File: config.mk
export PLATFORM = sky130hd
export DESIGN_NAME = sprite_renderer
export DESIGN_NICKNAME = d
export VERILOG_FILES = /design/src/rtl/sprite_pkg.sv /design/src/rtl/sprite_scan.sv /design/src/rtl/sprite_renderer.sv
export SDC_FILE = /design/constraint.sdc
export NUM_CORES = 1
export LEC_CHECK = 0
export CAP_MARGIN = 20
export CORE_MARGIN = 2
export CORE_UTILIZATION = 50
export CTS_BUF_LIST = sky130_fd_sc_hd__clkbuf_8
export DETAILED_ROUTE_END_ITERATION = 16
export PLACE_DENSITY = 0.73
export SYNTH_ARGS = -nofsm -noshare
export SYNTH_HDL_FRONTEND = slang
export SYNTH_SLANG_ARGS = --single-unit
File: constraint.sdc
create_clock -name clk -period 6.6 [get_ports clk]
set_input_delay 0.99 -clock clk [delete_from_list [all_inputs] [get_ports clk]]
set_output_delay 0.99 -clock clk [all_outputs]
set_load 0.01 [all_outputs]
File: src/rtl/sprite_pkg.sv
// Shared constants and state type for the sprite renderer and the movement controllers.
package sprite_pkg;
    localparam int X_W      = 8;
    localparam int Y_W      = 7;
    localparam int SCREEN_W = 160;
    localparam int SCREEN_H = 120;

    localparam logic [2:0] DEF_PLAYER_COLOUR = 3'b111;
    localparam logic [2:0] DEF_ENEMY_COLOUR  = 3'b100;
    localparam logic [2:0] DEF_BG_COLOUR     = 3'b000;

    typedef enum logic [2:0] {
        IDLE,
        ERASE_P,
        DRAW_P,
        ERASE_E,
        DRAW_E,
        FINISH
    } state_t;
endpackage

File: src/rtl/sprite_scan.sv
// Row-major box scanner: dx runs fastest, dy slowest; wraps to 0,0 after the last pixel
// so consecutive phases of different sizes chain with no gap cycles.
module sprite_scan (
    input  logic       clk,
    input  logic       reset,
    input  logic [2:0] size,
    input  logic       start,
    output logic [2:0] dx,
    output logic [2:0] dy,
    output logic       last
);
    logic row_end;

    // End-of-row and end-of-box detection for the current phase size.
    always_comb begin
        row_end = (dx == size - 3'd1);
        last    = row_end && (dy == size - 3'd1);
    end

    // Counter pair; held at the origin while start is high.
    always_ff @(posedge clk) begin
        if (reset || start) begin
            dx <= 3'd0;
            dy <= 3'd0;
        end else if (last) begin
            dx <= 3'd0;
            dy <= 3'd0;
        end else if (row_end) begin
            dx <= 3'd0;
            dy <= dy + 3'd1;
        end else begin
            dx <= dx + 3'd1;
        end
    end
endmodule

File: src/rtl/sprite_renderer.sv
// Erases and redraws the player and enemy boxes, one registered pixel per clock.
//
// state   | meaning
// IDLE    | waiting for update or pending request
// ERASE_P | painting background over the previously drawn player box
// DRAW_P  | painting the player box at the snapshot position
// ERASE_E | painting background over the previously drawn enemy box
// DRAW_E  | painting the enemy box at the snapshot position/size
// FINISH  | pass complete; done pulse and busy release follow
module sprite_renderer #(
    parameter int         PLAYER_SIZE   = 4,
    parameter logic [2:0] PLAYER_COLOUR = sprite_pkg::DEF_PLAYER_COLOUR,
    parameter logic [2:0] ENEMY_COLOUR  = sprite_pkg::DEF_ENEMY_COLOUR,
    parameter logic [2:0] BG_COLOUR     = sprite_pkg::DEF_BG_COLOUR,
    parameter int         SCREEN_W      = sprite_pkg::SCREEN_W,
    parameter int         SCREEN_H      = sprite_pkg::SCREEN_H
) (
    input  logic       clk,
    input  logic       reset,
    input  logic       update,
    input  logic [7:0] player_x,
    input  logic [6:0] player_y,
    input  logic [7:0] enemy_x,
    input  logic [6:0] enemy_y,
    input  logic [2:0] enemy_size,
    output logic [7:0] x,
    output logic [6:0] y,
    output logic [2:0] colour,
    output logic       plot,
    output logic       busy,
    output logic       done
);
    import sprite_pkg::*;

    localparam logic [2:0] P_SIZE = 3'(PLAYER_SIZE);

    state_t         state;
    logic [X_W-1:0] snap_px, snap_ex, old_px, old_ex, base_x;
    logic [Y_W-1:0] snap_py, snap_ey, old_py, old_ey, base_y;
    logic [2:0]     snap_es, old_es, scan_size, phase_colour;
    logic           pending, player_valid, enemy_valid, in_phase;
    logic [2:0]     dx, dy;
    logic           scan_last, scan_start;
    logic [X_W:0]   pix_x;
    logic [Y_W:0]   pix_y;

    sprite_scan u_scan (
        .clk   (clk),
        .reset (reset),
        .size  (scan_size),
        .start (scan_start),
        .dx    (dx),
        .dy    (dy),
        .last  (scan_last)
    );

    // Select box origin, size and colour for the active phase; one extra bit avoids wrap.
    always_comb begin
        scan_size    = P_SIZE;
        base_x       = old_px;
        base_y       = old_py;
        phase_colour = BG_COLOUR;
        in_phase     = 1'b1;
        case (state)
            ERASE_P: begin end
            DRAW_P: begin
                base_x       = snap_px;
                base_y       = snap_py;
                phase_colour = PLAYER_COLOUR;
            end
            ERASE_E: begin
                scan_size = old_es;
                base_x    = old_ex;
                base_y    = old_ey;
            end
            DRAW_E: begin
                scan_size    = snap_es;
                base_x       = snap_ex;
                base_y       = snap_ey;
                phase_colour = ENEMY_COLOUR;
            end
            default: in_phase = 1'b0;
        endcase
        scan_start = (state == IDLE) || (state == FINISH);
        pix_x      = {1'b0, base_x} + {6'd0, dx};
        pix_y      = {1'b0, base_y} + {5'd0, dy};
    end

    // Sequencer with registered pixel outputs and erase bookkeeping.
    always_ff @(posedge clk) begin
        if (reset) begin
            state        <= IDLE;
            pending      <= 1'b0;
            player_valid <= 1'b0;
            enemy_valid  <= 1'b0;
            busy         <= 1'b0;
            done         <= 1'b0;
            plot         <= 1'b0;
            x            <= '0;
            y            <= '0;
            colour       <= BG_COLOUR;
        end else begin
            done <= 1'b0;
            plot <= in_phase && (pix_x < (X_W+1)'(SCREEN_W)) && (pix_y < (Y_W+1)'(SCREEN_H));
            if (in_phase) begin
                x      <= pix_x[X_W-1:0];
                y      <= pix_y[Y_W-1:0];
                colour <= phase_colour;
            end
            if (state != IDLE && update) pending <= 1'b1;
            case (state)
                IDLE: begin
                    if (update || pending) begin
                        snap_px <= player_x;
                        snap_py <= player_y;
                        snap_ex <= enemy_x;
                        snap_ey <= enemy_y;
                        snap_es <= enemy_size;
                        pending <= 1'b0;
                        busy    <= 1'b1;
                        state   <= player_valid ? ERASE_P : DRAW_P;
                    end
                end
                ERASE_P: if (scan_last) state <= DRAW_P;
                DRAW_P: begin
                    if (scan_last) begin
                        old_px       <= snap_px;
                        old_py       <= snap_py;
                        player_valid <= 1'b1;
                        if (enemy_valid)          state <= ERASE_E;
                        else if (snap_es != 3'd0) state <= DRAW_E;
                        else                      state <= FINISH;
                    end
                end
                ERASE_E: if (scan_last) state <= (snap_es != 3'd0) ? DRAW_E : FINISH;
                DRAW_E: begin
                    if (scan_last) begin
                        old_ex      <= snap_ex;
                        old_ey      <= snap_ey;
                        old_es      <= snap_es;
                        enemy_valid <= 1'b1;
                        state       <= FINISH;
                    end
                end
                FINISH: begin
                    done  <= 1'b1;
                    busy  <= 1'b0;
                    state <= IDLE;
                    if (snap_es == 3'd0) enemy_valid <= 1'b0;
                end
                default: state <= IDLE;
            endcase
        end
    end
endmodule

==> results by group, run 1 <==
Status
  – Status: finished clean

Timing
  – Setup ws final: 2950 ps
  – Post-route setup TNS: 0 ps
  – Hold Fails Final Rpt: 0
  – Setup violators final: 0
  – Unrepaired setup endpoints after global routing: false
  – Min cycle time layout: 3650 ps
  – Layout Skew: 13.7 ps
  – F_max: 274 MHz
  – Max Slew Vio Count: 0
  – Fin crit share: 0.553
  – Worst-margin pin slew: 904 ps
  – Final hold slack: 452 ps
  – Slew HR: 0.397

Synth
  – Synth area leader: edfxtp_1
  – Netlist Area Pre-Place: 4520 um^2
  – Synth warnings: 0
  – Area share of the largest cell type after synthesis: 0.439
  – EDFF count, synth: 66
  – Largest cells by area after synthesis: edfxtp_1, dfxtp_1, mux2i_1
  – Ys flop type: edfxtp_1
  – Ys async rst share: 0
  – FF+latch count, synth: 98
  – Syn Nets: 424
  – Yosys cell types: 59
  – Syn Area/Cell: 12.0 um^2
  – Sequential fraction of the synthesis area: 0.581
  – Post-synthesis cell count: 376

Finish
  – NumNets Final: 477
  – ANT cells: 0
  – Area grow syn2layout: 18.4%
  – Finished Cell Area: 5350 um^2
  – Layout cells sized above 1: 0.0899
  – Post-Layout Cell Count: 542
  – Fin util: 0.613

GRT
  – Number of global-route vias before repair: 2925
  – Largest net degree at the start of global routing: 41
  – GR Layer Usage met2: 0.306
  – Gr busiest metal: met2
  – GR Layer Usage met3: 0.0426
  – First-pass GRT wire length: 14.4 mm
  – Grt total ovfl: 0
  – GRT Total Usage: 0.191
  – Met1 GRT Util: 0.257
  – Initial antenna violation count: 0

Routing
  – DR pass1 iterations: 4
  – Number of vias per cell: 5.57
  – Final ANT Viol Nets: 0
  – Total number of vias: 3018
  – Detailed-route wire length: 9.00 mm
  – 1st-iter DRT viols: 228
  – Routed len/inst: 16.6 um
  – Drc violations: 0

Clocking
  – Clk pin slew, worst setup/hold paths: 90 ps
  – Setup Fix Bufs, Post-CTS: 0
  – CTS tree: yes
  – Clock Path Buffers: 2
  – CTS H-tree depth: 3
  – Clk sink count: 98
  – Root Buffer Master: clkbuf_8
  – Clk_lat worst skew: 370 ps
  – Post-CTS Hold Buffers: 0
  – CTS buffer count: 9
  – Post-CTS Resized: 0

Critical path
  – Reg2reg path depth: 9
  – Crit Path Class: reg2reg
  – Reg2reg setup slack: 2950 ps
  – Worst setup path startpoint: state[2]
  – Crit path DAT: 3920 ps
  – Worst r2r dst: plot
  – Critical path data required time: 6860 ps
  – Setup crit end: plot
  – Worst Setup End Kind: flip-flop
  – RR Startpoint: state[2]
  – Type of origin of the critical path: flip-flop
  – Maximum fanout along the worst path: 23

Pwr
  – Clk network pwr share: 0.276
  – Total design power: 1.39 mW
  – P_leak: 1.87 nW
  – Sw Share: 0.279
  – Power per Cell Area: 260 nW/um^2
  – Internal: 1.00 mW
  – Peak VDD IR: 0.182 mV
  – Seq pwr share: 0.520
  – Switching power: 388 uW
  – Combinational power share: 0.204

Floorplanning
  – Io pins: 57
  – Core area: 8720 um^2
  – DIE WIDTH: 99.0 um
  – Die Ht: 99.0 um
  – Core Rows: 34
  – Initial core utilization: 0.518
  – Die outline area: 9810 um^2

Hold path
  – Hold crit path type: reg2reg

Placed design
  – Cell Area, Placed: 5150 um^2
  – Dpl cells: 525
  – Dpl ws: 2750 ps
  – Dpl hpwl: 6.45 mm
  – RePlAce Congestion: 0.828
  – Buffers on Ports: 56

Run
  – # Max-Cap Violations: 0
==> power groups by stage <==
stage | clock [mW] | sequential (mW) | combinational, mW
6_report | 0.385 | 0.723 | 0.284
5_1_grt | 0.416 | 0.727 | 0.311
4_1_cts | 0.389 | 0.723 | 0.284
3_5_place_dp | 0 | 0.737 | 0.282
3_3_place_gp | 0 | 0.735 | 0.277
2_1_floorplan | 0 | 0.743 | 0.171
==> Yosys cell counts (2+ instances only) <==
cell	count
nand2_1	34
nor2_1	28
o2bb2ai_1	3
or3_1	8
nor4_1	3
a2bb2oi_2	2
buf_2	4
xnor2_1	9
nand3_1	5
nor2b_1	2
ha_1	10
dfxtp_1	32
o211ai_1	7
a31oi_1	2
and3_1	5
a21oi_1	25
inv_1	10
nor3_1	3
mux2i_1	25
nand2b_1	2
a21oi_2	2
fa_1	2
mux2_2	3
clkbuf_1	10
a211oi_1	9
edfxtp_1	66
buf_6	3
xor2_1	8
a211oi_2	2
o22ai_1	5
o21ai_0	19
==> cell usage in the layout, fill, tap and decap left out, types with 2 or more instances in the layout <==
master           netlist  final
a21oi_1               25     25
nand2b_1               2      2
nor3_1                 3      3
o2bb2ai_1              3      3
a31oi_1                2      2
a21oi_2                2      2
a211oi_1               9      9
inv_6                  0      2
dfxtp_1               32     32
and3_1                 5      5
mux2i_1               25     25
clkdlybuf4s50_1        0     56
edfxtp_1              66     66
clkbuf_8               0      9
ha_1                  10     10
nor2b_1                2      2
inv_1                 10     11
o22ai_1                5      5
nor2_1                28     28
xor2_1                 8      8
a211oi_2               2      2
a2bb2oi_2              2      2
nor4_1                 3      2
buf_4                  1      5
nand3_1                5      5
xnor2_1                9      9
or3_1                  8      8
o211ai_1               7      7
o21ai_0               19     19
nand2_1               34     34
fa_1                   2      2
mux2_2                 3      3
==> cell families (layout without fill, tap and decap cells) <==
| group | Yosys count | in the layout | share of synthesized area |
|---|---|---|---|
| buffers and inverters | 29 | 87 | 0.0310 |
| XOR/XNOR | 19 | 19 | 0.0432 |
| AO/OA/AOI/OAI | 85 | 85 | 0.126 |
| flip-flops | 98 | 98 | 0.581 |
| AND/OR/NAND/NOR | 104 | 104 | 0.117 |
| multiplexers | 29 | 29 | 0.0654 |
| adder cells (fa/ha/maj) | 12 | 12 | 0.0366 |
==> registers in the layout, summed over array words and instances (netlist names), 7 cells and up <==
register  count
old_ex        8
old_px        8
snap_ex       8
snap_px       8
x             8
old_ey        7
old_py        7
snap_ey       7
snap_py       7
y             7
==> final cells by class <==
cell class,instances,area (um^2)
clock buffers,9,124
clock inverters,7,68.8
fillers,721,3370
inverters,10,37.5
multi-input cells,249,1760
flip-flops and latches,98,2620
well taps,108,135
repair buffers,61,598
==> layer usage <==
metal	vias up	share of wire
met2	89	0.47
met4	0	0.016
met1	1421	0.45
li1	1493	-
met5	-	0
met3	15	0.060
==> critical path, cell delays in order, from the launching register on <==
cell	delay, ps
dfxtp_1	890
inv_1	480
o21ai_0	480
ha_1	340
and3_1	190
a211oi_1	590
nand2b_1	220
or3_1	110
a31oi_1	70
and3_1	180
==> worst min path at each step <==
| stage | from | end | slack (ps) | cells after the start |
|---|---|---|---|---|
| finish | snap_ey[1] | old_ey[1] | 450 | 0 |
| CTS | snap_ex[7] | old_ex[7] | 450 | 0 |
| global placement | snap_py[1] | old_py[1] | 440 | 0 |
| global route | snap_ey[3] | old_ey[3] | 480 | 0 |
| floorplan | snap_ex[7] | old_ex[7] | 420 | 0 |
| detailed placement | snap_ey[1] | old_ey[1] | 440 | 0 |
No activity file was read; power rests on OpenSTA's default activity.
==> run 2, diff against run 1 <==
--- a/config.mk
+++ b/config.mk
@@ -10,7 +10,7 @@
 export CORE_UTILIZATION = 50
 export CTS_BUF_LIST = sky130_fd_sc_hd__clkbuf_8
 export DETAILED_ROUTE_END_ITERATION = 16
-export PLACE_DENSITY = 0.73
+export PLACE_DENSITY = 0.76
 export SYNTH_ARGS = -nofsm -noshare
 export SYNTH_HDL_FRONTEND = slang
 export SYNTH_SLANG_ARGS = --single-unit
==> constraint.sdc (replaced) <==
create_clock -name clk -period 3.2 [get_ports clk]
set_input_delay 0.48 -clock clk [delete_from_list [all_inputs] [get_ports clk]]
set_output_delay 0.48 -clock clk [all_outputs]
set_load 0.01 [all_outputs]
==> run 2 against run 1 <==
Net effect: final area rose by 2.6%; total power up 110%; critical path depth rose by 1; clock skew shrank 1.0 ps; via count rose by 5.4%; sequential share of layout area shrank 1.2 points; global-route usage grew 0.34 points; critical path type unchanged; largest power group unchanged.
==> results by group, run 2 (synthesis gave the netlist of run 1 again) <==
Placed design
  – Dpl cells: 539 (+2.7%)
  – Cell Area, Placed: 5260 um^2 (+2.2%)
  – Dpl hpwl: 6.87 mm (+6.5%)
  – Buffers on Ports: 56 (unchanged)
  – Dpl ws: 126 ps (-2630 ps)
  – RePlAce Congestion: 0.946 (+14%)

Finish
  – ANT cells: 0 (unchanged)
  – FF+latch area: 2620 um^2 (about the same)
  – Fin util: 0.629 (+0.0158)
  – Post-Layout Cell Count: 555 (+2.4%)
  – Area grow syn2layout: 21.4%
  – Layout cells sized above 1: 0.123 (+0.0332)
  – Most frequent cells in the layout: edfxtp_1, clkdlybuf4s50_1, nand2_1, dfxtp_1, nor2_1
  – Final-layout fill cell count: 675 (-6.4%)
  – NumNets Final: 490 (+2.7%)
  – Finished Cell Area: 5480 um^2 (+2.6%)
  – Multi-input gate area: 1770 um^2 (+0.50%)
  – Most common cell after layout, fill and taps aside: edfxtp_1

GRT
  – First-pass GRT wire length: 14.9 mm (+3.0%)
  – Number of global-route vias before repair: 3082 (+5.4%)
  – Grt total ovfl: 0 (unchanged)
  – GRT Total Usage: 0.194 (+0.00342)
  – Largest net degree at the start of global routing: 24 (-41%)
  – Initial antenna violation count: 0 (unchanged)

Hold path
  – Hold crit path type: reg2reg

Routing
  – Final ANT Viol Nets: 0 (unchanged)
  – DR pass1 iterations: 6 (+2)
  – Drc violations: 0 (unchanged)
  – Detailed-route wire length: 9.26 mm (+2.8%)
  – 1st-iter DRT viols: 256 (+12%)
  – Routed len/inst: 16.7 um (+0.43%)
  – Number of vias per cell: 5.73 (+2.9%)
  – Total number of vias: 3180 (+5.4%)

Critical path
  – Family with the most delay on the worst path: simple AND/OR/NAND/NOR gates
  – Maximum fanout along the worst path: 12 (-48%)
  – Type of origin of the critical path: flip-flop
  – Buf/Inv on CP: 1 (unchanged)
  – CP max stage cell: dfxtp_2
  – Max stage delay on crit path: 570 ps (-320 ps)
  – Critical path data required time: 3460 ps (-3400 ps)
  – Crit path DAT: 3130 ps (-790 ps)
  – Worst Setup End Kind: flip-flop
  – Crit path cell chain: nor2_4 -> mux2i_1 -> o21ai_0 -> ha_1 -> inv_1 -> fa_1 -> or3_1 -> nor4b_1 -> o31ai_1 -> and3_1
  – Crit Path Class: reg2reg

Clocking
  – Clock Path Buffers: 2 (unchanged)
  – Clk sink count: 98 (unchanged)
  – Clk pin slew, worst setup/hold paths: 100 ps (about the same)
  – Root Buffer Master: clkbuf_8
  – CTS tree: yes
  – Post-CTS Hold Buffers: 0 (unchanged)
  – CTS buffer count: 9 (unchanged)
  – CTS H-tree depth: 3 (unchanged)
  – Clk_lat worst skew: 360 ps (about the same)
  – Setup Fix Bufs, Post-CTS: 0 (unchanged)

Timing
  – Worst-margin pin slew: 652 ps (-252 ps)
  – Final hold slack: 453 ps (+0.906 ps)
  – Hold Fails Final Rpt: 0 (unchanged)
  – Setup violators final: 0 (unchanged)
  – F_max: 349 MHz (+28%)
  – Setup ws final: 336 ps (-2610 ps)
  – Layout Skew: 12.7 ps (-1.04 ps)
  – Min cycle time layout: 2860 ps (-788 ps)
  – Unrepaired setup endpoints after global routing: false
  – Fin crit share: 0.895 (+0.342)
  – Slew HR: 0.564 (+0.167)
  – Max Slew Vio Count: 0 (unchanged)
  – Post-route setup TNS: 0 ps (unchanged)

Pwr
  – Total design power: 2.99 mW (+110%)
  – P_leak: 1.95 nW (+4.2%)
  – Power per Cell Area: 545 nW/um^2 (+110%)
  – Peak VDD IR: 0.261 mV (+43%)

Floorplanning
  – Io pins: 57 (unchanged)
  – Core area: 8720 um^2 (unchanged)
  – Initial core utilization: 0.518 (unchanged)
  – Die outline area: 9810 um^2 (unchanged)
  – Die Ht: 99.0 um (unchanged)
  – Core Rows: 34 (unchanged)
  – DIE WIDTH: 99.0 um (unchanged)

Run
  – # Max-Cap Violations: 0 (unchanged)

Status
  – Status: finished clean
## run 2: changes by cell type in the layout (fill, tap and decap cells not counted), sizes merged
cell / before / now
buf: 5 / 18
bufinv: 1 / 2
clkinv: 2 / 1
## run 2: area by class of cell
class	count	area share
Inverter	10	0.00684
Clock buffer	9	0.0226
Multi-Input combinational cell	249	0.323
Sequential cell	98	0.478
Clock inverter	7	0.0180
Tap cell	108	0.0246
Timing Repair Buffer	74	0.127
## run 2: path summary, 6_finish.rpt
check             depth (start not counted)         to       start  slack (ps)
setup / recovery                         10       plot    state[0]         340
hold / removal                            0  old_ex[3]  snap_ex[3]         450
setup reg to reg                         10       plot    state[0]         340
hold reg to reg                           0  old_ex[3]  snap_ex[3]         450
## run 2: report_power, final
part           switching [mW]  internal [mW]
clock network           0.439          0.447
logic                   0.326          0.282
registers              0.0520           1.44
total                   0.817           2.17
## run 2: what timing repair did
item,in CTS,in global routing
endpoints found under the hold margin,0,0
gates resized for setup,0,1
setup endpoints to repair,0,2
## run 2: worst reg2reg max path: cells and delay by family (launching register included)
family,cells,cell delay [ps]
DFF,1,570
muxes,1,130
and+or+nand+nor,4,900
buffers and inverters,1,50
AOI/OAI and AO/OA,2,450
adders and majority gates,2,670
## run 2: routing by layer
layer	GRT usage	part of all wire	vias to the layer above
met5	0	0	-
met3	0.0333	0.053	20
met2	0.315	0.48	128
li1	-	-	1516
met4	0.0832	0.024	0
met1	0.259	0.44	1516
